--- config.mk ---
export PLATFORM = sky130hd
export DESIGN_NAME = ciclo_decode
export DESIGN_NICKNAME = d
export VERILOG_FILES = /design/src/rtl/ciclo_decode_pkg.sv /design/src/rtl/ciclo_decode_reg_file.sv /design/src/rtl/ciclo_decode.sv
export SDC_FILE = /design/constraint.sdc
export NUM_CORES = 2
export LEC_CHECK = 0
export ABC_AREA = 1
export CAP_MARGIN = 40
export CORE_UTILIZATION = 45
export CTS_BUF_LIST = sky130_fd_sc_hd__clkbuf_8
export CTS_CLUSTER_SIZE = 10
export DETAILED_ROUTE_END_ITERATION = 16
export SYNTH_ARGS = -nofsm -noshare
export SYNTH_HDL_FRONTEND = slang
export SYNTH_SLANG_ARGS = --single-unit
export TNS_END_PERCENT = 1
--- constraint.sdc ---
create_clock -name clk -period 56.2 [get_ports clk]
set_input_delay 11.24 -clock clk [delete_from_list [all_inputs] [get_ports clk]]
set_output_delay 11.24 -clock clk [all_outputs]
set_load 0.03 [all_outputs]
--- src/rtl/ciclo_decode_pkg.sv ---
// Shared decode definitions: opcodes, ALU operation classes and the control bundle.
package ciclo_decode_pkg;

  localparam logic [5:0] OP_RTYPE = 6'b000000;
  localparam logic [5:0] OP_LW    = 6'b100011;
  localparam logic [5:0] OP_SW    = 6'b101011;
  localparam logic [5:0] OP_BEQ   = 6'b000100;
  localparam logic [5:0] OP_ADDI  = 6'b001000;
  localparam logic [5:0] OP_ANDI  = 6'b001100;
  localparam logic [5:0] OP_ORI   = 6'b001101;
  localparam logic [5:0] OP_SLTI  = 6'b001010;
  localparam logic [5:0] OP_J     = 6'b000010;

  typedef enum logic [2:0] {
    ALU_ADD   = 3'b000,
    ALU_SUB   = 3'b001,
    ALU_FUNCT = 3'b010,
    ALU_AND   = 3'b011,
    ALU_OR    = 3'b100,
    ALU_SLT   = 3'b101
  } alu_op_e;

  typedef struct packed {
    logic    reg_dst;
    logic    alu_src;
    logic    mem_to_reg;
    logic    reg_write;
    logic    mem_read;
    logic    mem_write;
    logic    branch;
    logic    jump;
    alu_op_e alu_op;
    logic    illegal;
  } ctrl_t;

  function automatic ctrl_t decode_op(input logic [5:0] op);
    ctrl_t c;
    c = '0;
    case (op)
      OP_RTYPE: begin c.reg_dst = 1'b1; c.reg_write = 1'b1; c.alu_op = ALU_FUNCT; end
      OP_LW: begin
        c.alu_src = 1'b1; c.mem_to_reg = 1'b1; c.reg_write = 1'b1; c.mem_read = 1'b1;
      end
      OP_SW:   begin c.alu_src = 1'b1; c.mem_write = 1'b1; end
      OP_BEQ:  begin c.branch = 1'b1; c.alu_op = ALU_SUB; end
      OP_ADDI: begin c.alu_src = 1'b1; c.reg_write = 1'b1; end
      OP_ANDI: begin c.alu_src = 1'b1; c.reg_write = 1'b1; c.alu_op = ALU_AND; end
      OP_ORI:  begin c.alu_src = 1'b1; c.reg_write = 1'b1; c.alu_op = ALU_OR; end
      OP_SLTI: begin c.alu_src = 1'b1; c.reg_write = 1'b1; c.alu_op = ALU_SLT; end
      OP_J:    c.jump = 1'b1;
      default: c.illegal = 1'b1;
    endcase
    return c;
  endfunction

  // Logical immediates take a zero-extended operand.
  function automatic logic is_zext(input logic [5:0] op);
    return (op == OP_ANDI) || (op == OP_ORI);
  endfunction

endpackage

--- src/rtl/ciclo_decode_reg_file.sv ---
// Register file: two combinational read ports with same-cycle write bypass, one write port.
module ciclo_decode_reg_file #(
  parameter int DATA_W = 32,
  parameter int ADDR_W = 5
) (
  input  logic              clk,
  input  logic              rst,
  input  logic [ADDR_W-1:0] ra1,
  input  logic [ADDR_W-1:0] ra2,
  output logic [DATA_W-1:0] rd1,
  output logic [DATA_W-1:0] rd2,
  input  logic              we,
  input  logic [ADDR_W-1:0] wa,
  input  logic [DATA_W-1:0] wd
);

  logic [2**ADDR_W-1:0][DATA_W-1:0] regs;

  always_ff @(posedge clk or posedge rst) begin
    if (rst)                   regs     <= '0;
    else if (we && wa != '0)   regs[wa] <= wd;
  end

  // Register 0 is hardwired; the bypass never forwards a write to it.
  assign rd1 = (ra1 == '0) ? '0 : (we && wa == ra1) ? wd : regs[ra1];
  assign rd2 = (ra2 == '0) ? '0 : (we && wa == ra2) ? wd : regs[ra2];

endmodule

--- src/rtl/ciclo_decode.sv ---
// Decode stage: IF/ID -> ID/EX register, register-file read, immediates, targets, load-use stall.
module ciclo_decode
  import ciclo_decode_pkg::*;
#(
  parameter int DATA_W    = 32,
  parameter int RF_ADDR_W = 5
) (
  input  logic                 clk,
  input  logic                 rst,
  input  logic [31:0]          inst_in,
  input  logic [31:0]          pc4_in,
  input  logic                 wb_we,
  input  logic [RF_ADDR_W-1:0] wb_addr,
  input  logic [DATA_W-1:0]    wb_data,
  input  logic                 ex_mem_read,
  input  logic [RF_ADDR_W-1:0] ex_rt,
  input  logic                 flush,
  output logic                 stall,
  output logic [DATA_W-1:0]    rs_data,
  output logic [DATA_W-1:0]    rt_data,
  output logic [31:0]          imm_ext,
  output logic [RF_ADDR_W-1:0] rs,
  output logic [RF_ADDR_W-1:0] rt,
  output logic [RF_ADDR_W-1:0] rd,
  output logic [4:0]           shamt,
  output logic [5:0]           funct,
  output logic [31:0]          pc4_out,
  output logic [31:0]          br_target,
  output logic [31:0]          j_target,
  output logic                 reg_dst,
  output logic                 alu_src,
  output logic                 mem_to_reg,
  output logic                 reg_write,
  output logic                 mem_read,
  output logic                 mem_write,
  output logic                 branch,
  output logic                 jump,
  output logic [2:0]           alu_op,
  output logic                 illegal
);

  logic [5:0]           op;
  logic [RF_ADDR_W-1:0] f_rs, f_rt, f_rd;
  logic [15:0]          imm;
  logic [31:0]          imm_s, imm_x;
  logic [DATA_W-1:0]    rd1, rd2;
  logic                 hazard;
  ctrl_t                dec, ctrl_q;

  assign op   = inst_in[31:26];
  assign f_rs = inst_in[25:21];
  assign f_rt = inst_in[20:16];
  assign f_rd = inst_in[15:11];
  assign imm  = inst_in[15:0];

  assign dec   = decode_op(op);
  assign imm_s = {{16{imm[15]}}, imm};
  assign imm_x = is_zext(op) ? {16'b0, imm} : imm_s;

  assign hazard = ex_mem_read && (ex_rt != '0) && (ex_rt == f_rs || ex_rt == f_rt);
  assign stall  = hazard && !flush;

  ciclo_decode_reg_file #(.DATA_W(DATA_W), .ADDR_W(RF_ADDR_W)) u_rf (
    .clk (clk),
    .rst (rst),
    .ra1 (f_rs),
    .ra2 (f_rt),
    .rd1 (rd1),
    .rd2 (rd2),
    .we  (wb_we),
    .wa  (wb_addr),
    .wd  (wb_data)
  );

  // Data fields always capture; only the control bundle is squashed into a bubble.
  always_ff @(posedge clk or posedge rst) begin
    if (rst) begin
      rs_data   <= '0;
      rt_data   <= '0;
      imm_ext   <= '0;
      rs        <= '0;
      rt        <= '0;
      rd        <= '0;
      shamt     <= '0;
      funct     <= '0;
      pc4_out   <= '0;
      br_target <= '0;
      j_target  <= '0;
      ctrl_q    <= '0;
    end else begin
      rs_data   <= rd1;
      rt_data   <= rd2;
      imm_ext   <= imm_x;
      rs        <= f_rs;
      rt        <= f_rt;
      rd        <= f_rd;
      shamt     <= inst_in[10:6];
      funct     <= inst_in[5:0];
      pc4_out   <= pc4_in;
      br_target <= pc4_in + (imm_s << 2);
      j_target  <= {pc4_in[31:28], inst_in[25:0], 2'b00};
      ctrl_q    <= (stall || flush) ? '0 : dec;
    end
  end

  assign reg_dst    = ctrl_q.reg_dst;
  assign alu_src    = ctrl_q.alu_src;
  assign mem_to_reg = ctrl_q.mem_to_reg;
  assign reg_write  = ctrl_q.reg_write;
  assign mem_read   = ctrl_q.mem_read;
  assign mem_write  = ctrl_q.mem_write;
  assign branch     = ctrl_q.branch;
  assign jump       = ctrl_q.jump;
  assign alu_op     = ctrl_q.alu_op;
  assign illegal    = ctrl_q.illegal;

endmodule

==> impl_metrics.json <==
{
  "yosysSeqAreaShare": 0.465,
  "pwr-share-comb": 0.216,
  "synth.cell_area_um2": 64000,
  "p_leak_nw": 33.3,
  "fin_cells": 10400,
  "cts-resized-gates": 0,
  "grt_pass1_wl_um": 376000,
  "switchingPower_mw": 0.823,
  "ant_nets": 0,
  "clockBufferDepth": 3,
  "postCtsSetupBuffers": 0,
  "finalSetupViolations": 0,
  "cts_tree": "built",
  "gp_congestion": 0.913,
  "io_pins": 342,
  "ys_ff_latch": 1188,
  "grt_pass1_vias": 56200,
  "syn_inst": 8526,
  "fin_total_pwr_mw": 2.46,
  "grtUsageTotal": 0.354,
  "crit_type": "input pin to output pin",
  "hold_viol_final": 0,
  "worst_pin_slew_ns": 1.39,
  "setup_tns_ns": 0,
  "wl_per_cell_um": 24.6,
  "cts.clk_slew.worst_paths_ns": 0.06,
  "place_ws_ns": 31.42,
  "pwr-share-clk": 0.335,
  "fill_cells": 13900,
  "drtPass1Iterations": 8,
  "vias_per_cell": 5.90,
  "dieArea_um2": 144000,
  "cp_max_fo": 25,
  "worstSkewPairLatency_ns": 0.96,
  "power_density_nw_per_um2": 34.0,
  "rsz0062_at_grt": "no",
  "antenna_found_initial": 25,
  "seq_power_share": 0.449,
  "port-buffer-count": 339,
  "nets": 8521,
  "syn2layout_area_growth_pct": 13.2,
  "yosysTopAreaCellShare": 0.465,
  "synthTopCellsByArea": "dfrtp_1 46%, nand2_1 12%, o21ai_0 10%",
  "cts.sinks": 1188,
  "clock_skew_ns": 0.0522,
  "critPathArrivalTime_ns": 13.60,
  "crit_buf_inv": 3,
  "synth-async-reset-ratio": 1.00,
  "start_util": 0.453,
  "cpMaxStageDelayCell": "clkdlybuf4s50_1",
  "grt.overflow.total": 0,
  "layout-drive-gt1-share": 0.0648,
  "detail_route.iter0.violations": 8054,
  "synth-main-ff-cell": "dfrtp_1",
  "h-tree-depth": 4,
  "fp.dieW_um": 379,
  "cp-start-kind": "input pin",
  "yosys_warnings": 0,
  "rows": 138,
  "holdCritPathClass": "register to register",
  "power.share.switching": 0.334,
  "slowest_delay_ns": 0.69,
  "finalCriticalPeriod_ns": 24.84,
  "crit_path_end_kind": "output pin",
  "die_h_um": 379,
  "dp_hpwl_um": 152000,
  "status": "completed",
  "root_buffer": "clkbuf_8",
  "slew_violations": 0,
  "synth_cell_types": 38,
  "cp_top_family": "buffers and inverters",
  "synth_top_cell_by_area": "dfrtp_1",
  "fin_ws_ns": 31.36,
  "post-route-period-util": 0.442,
  "cts_buffers": 206,
  "syn_area_per_cell_um2": 7.51,
  "dp.cells": 10100,
  "drt_wl_total_um": 257000,
  "worstPathCellList": "buf_4, inv_2, nand2_1, a21oi_1, nand3_1, nand2_1, nand3_1, nor2_1, clkdlybuf4s50_1",
  "grt_max_degree": 260,
  "drc": 0,
  "cts-hold-fix-buffers": 0,
  "final_util": 0.513,
  "max_slew_margin": 0.0714,
  "vias": 61700,
  "fmax_ghz": 0.0403,
  "synth-edff-count": 0,
  "cap_viol_max_count": 0,
  "core_um2": 141000,
  "cp.required_ns": 44.96,
  "intPower_mw": 1.64,
  "ir_drop_uv": 22.8
}
-- stage by stage --
step / area (µm²) / hold WS [ns]
2_1_floorplan: 64000 / 0.429
3_3_place_gp: 67400 / 0.366
3_5_place_dp: 68100 / 0.368
4_1_cts: 72400 / 0.382
5_1_grt: 72400 / 0.394
6_report: 72400 / 0.381
-- area by class of cell --
type	count	area (µm²)	area share
diodes	13	32.5	0.000449
well taps	1890	2360	0.0327
clock inverters	90	428	0.00591
clock buffers	282	3880	0.0536
repair buffers	480	5070	0.0700
multi-input cells	5814	28300	0.391
flip-flops and latches	1188	29700	0.410
inverters	690	2610	0.0361
-- final timing paths --
check | from | to | slack, ns | cells after the start
max | inst_in[24] | stall | 31.36 | 9
min | u_rf.regs[27] | u_rf.regs[27] | 0.38 | 0
max reg2reg | u_rf.regs[295] | rt_data[7] | 54.18 | 8
min reg2reg | u_rf.regs[27] | u_rf.regs[27] | 0.38 | 0
max in group asynchronous | rst | u_rf.regs[437] | 41.28 | 7
min in group asynchronous | rst | funct[2] | 10.70 | 2
-- cells in the mapped netlist, types with 3 or more instances --
cell type / instances
o211ai_1: 563
ha_1: 29
inv_2: 11
o22ai_1: 8
nand3_1: 878
nor3_2: 4
nor3_1: 25
nand3b_1: 3
or2_2: 27
nor2_1: 281
buf_4: 69
o21ai_1: 78
o21a_1: 3
o21ai_0: 1301
inv_1: 674
clkinv_1: 5
dfrtp_1: 1188
buf_1: 65
buf_2: 162
nand4_1: 16
a21o_1: 4
nor4_4: 4
a211oi_1: 6
a21oi_1: 437
nor2_2: 7
nand2_1: 2101
clkbuf_1: 539
xor2_1: 21
xnor2_1: 6
-- cell families (layout without fill, tap and decap cells) --
| family | count (synthesis) | in the layout | share of synthesized area |
|---|---|---|---|
| AO/OA/AOI/OAI | 2404 | 2404 | 0.211 |
| flip-flops | 1188 | 1188 | 0.465 |
| AND/OR/NAND/NOR | 3351 | 3351 | 0.218 |
| XOR/XNOR | 27 | 27 | 0.00370 |
| other | 1 | 15 | 0.0000586 |
| buffers and inverters | 1525 | 1542 | 0.0967 |
| adder cells (fa/ha/maj) | 30 | 30 | 0.00598 |
-- layout by cell type (no fill, tap or decap), drive strengths merged, types with 2 or more instances in the layout --
cell           netlist  routed
nand4               16      16
o211ai             563     563
a211oi               6       6
o22ai                8       8
nor2               289     289
nand3b               3       3
xnor2                6       6
dfrtp             1188    1188
ha                  29      29
clkdlybuf4s50        0     329
or2                 27      27
clkinvlp             0       7
nand2             2101    2101
xor2                21      21
o21a                 3       3
nand3              878     878
buf                296     151
nor3                29      29
clkinv               5      22
clkbuf             539     282
a21o                 4       4
diode                0      13
o21bai               2       2
nor4                 6       6
a21oi              437     437
inv                685     751
o21ai             1379    1379
conb                 1       2
-- per-layer routing --
metal,track usage,up-vias,share of wire
li1,-,28100,-
met2,0.518,3513,0.43
met4,0.161,12,0.043
met3,0.0882,647,0.12
met1,0.490,29400,0.41
met5,0.00206,-,0.00031
-- sequential cells by signal (all words and copies together) (netlist names) --
register	flops
alu_op	3
alu_src	1
br_target	32
branch	1
funct	5
illegal	1
imm_ext	4
j_target	3
jump	1
mem_read	1
mem_write	1
pc4_out	29
rd	4
reg_dst	1
reg_write	1
rs	4
rs_data	32
rt	4
rt_data	32
shamt	4
u_rf.regs	1024
-- power by group through the flow --
stage               combinational (mW)  clock [mW]  sequential [mW]
finish                           0.532       0.825             1.10
global route                     0.597       0.872             1.12
CTS                              0.526       0.835             1.10
detailed placement               0.524           0             1.11
global placement                 0.510           0             1.11
floorplan                        0.346           0             1.12
Note: power is estimated with default switching activity, not from simulation.
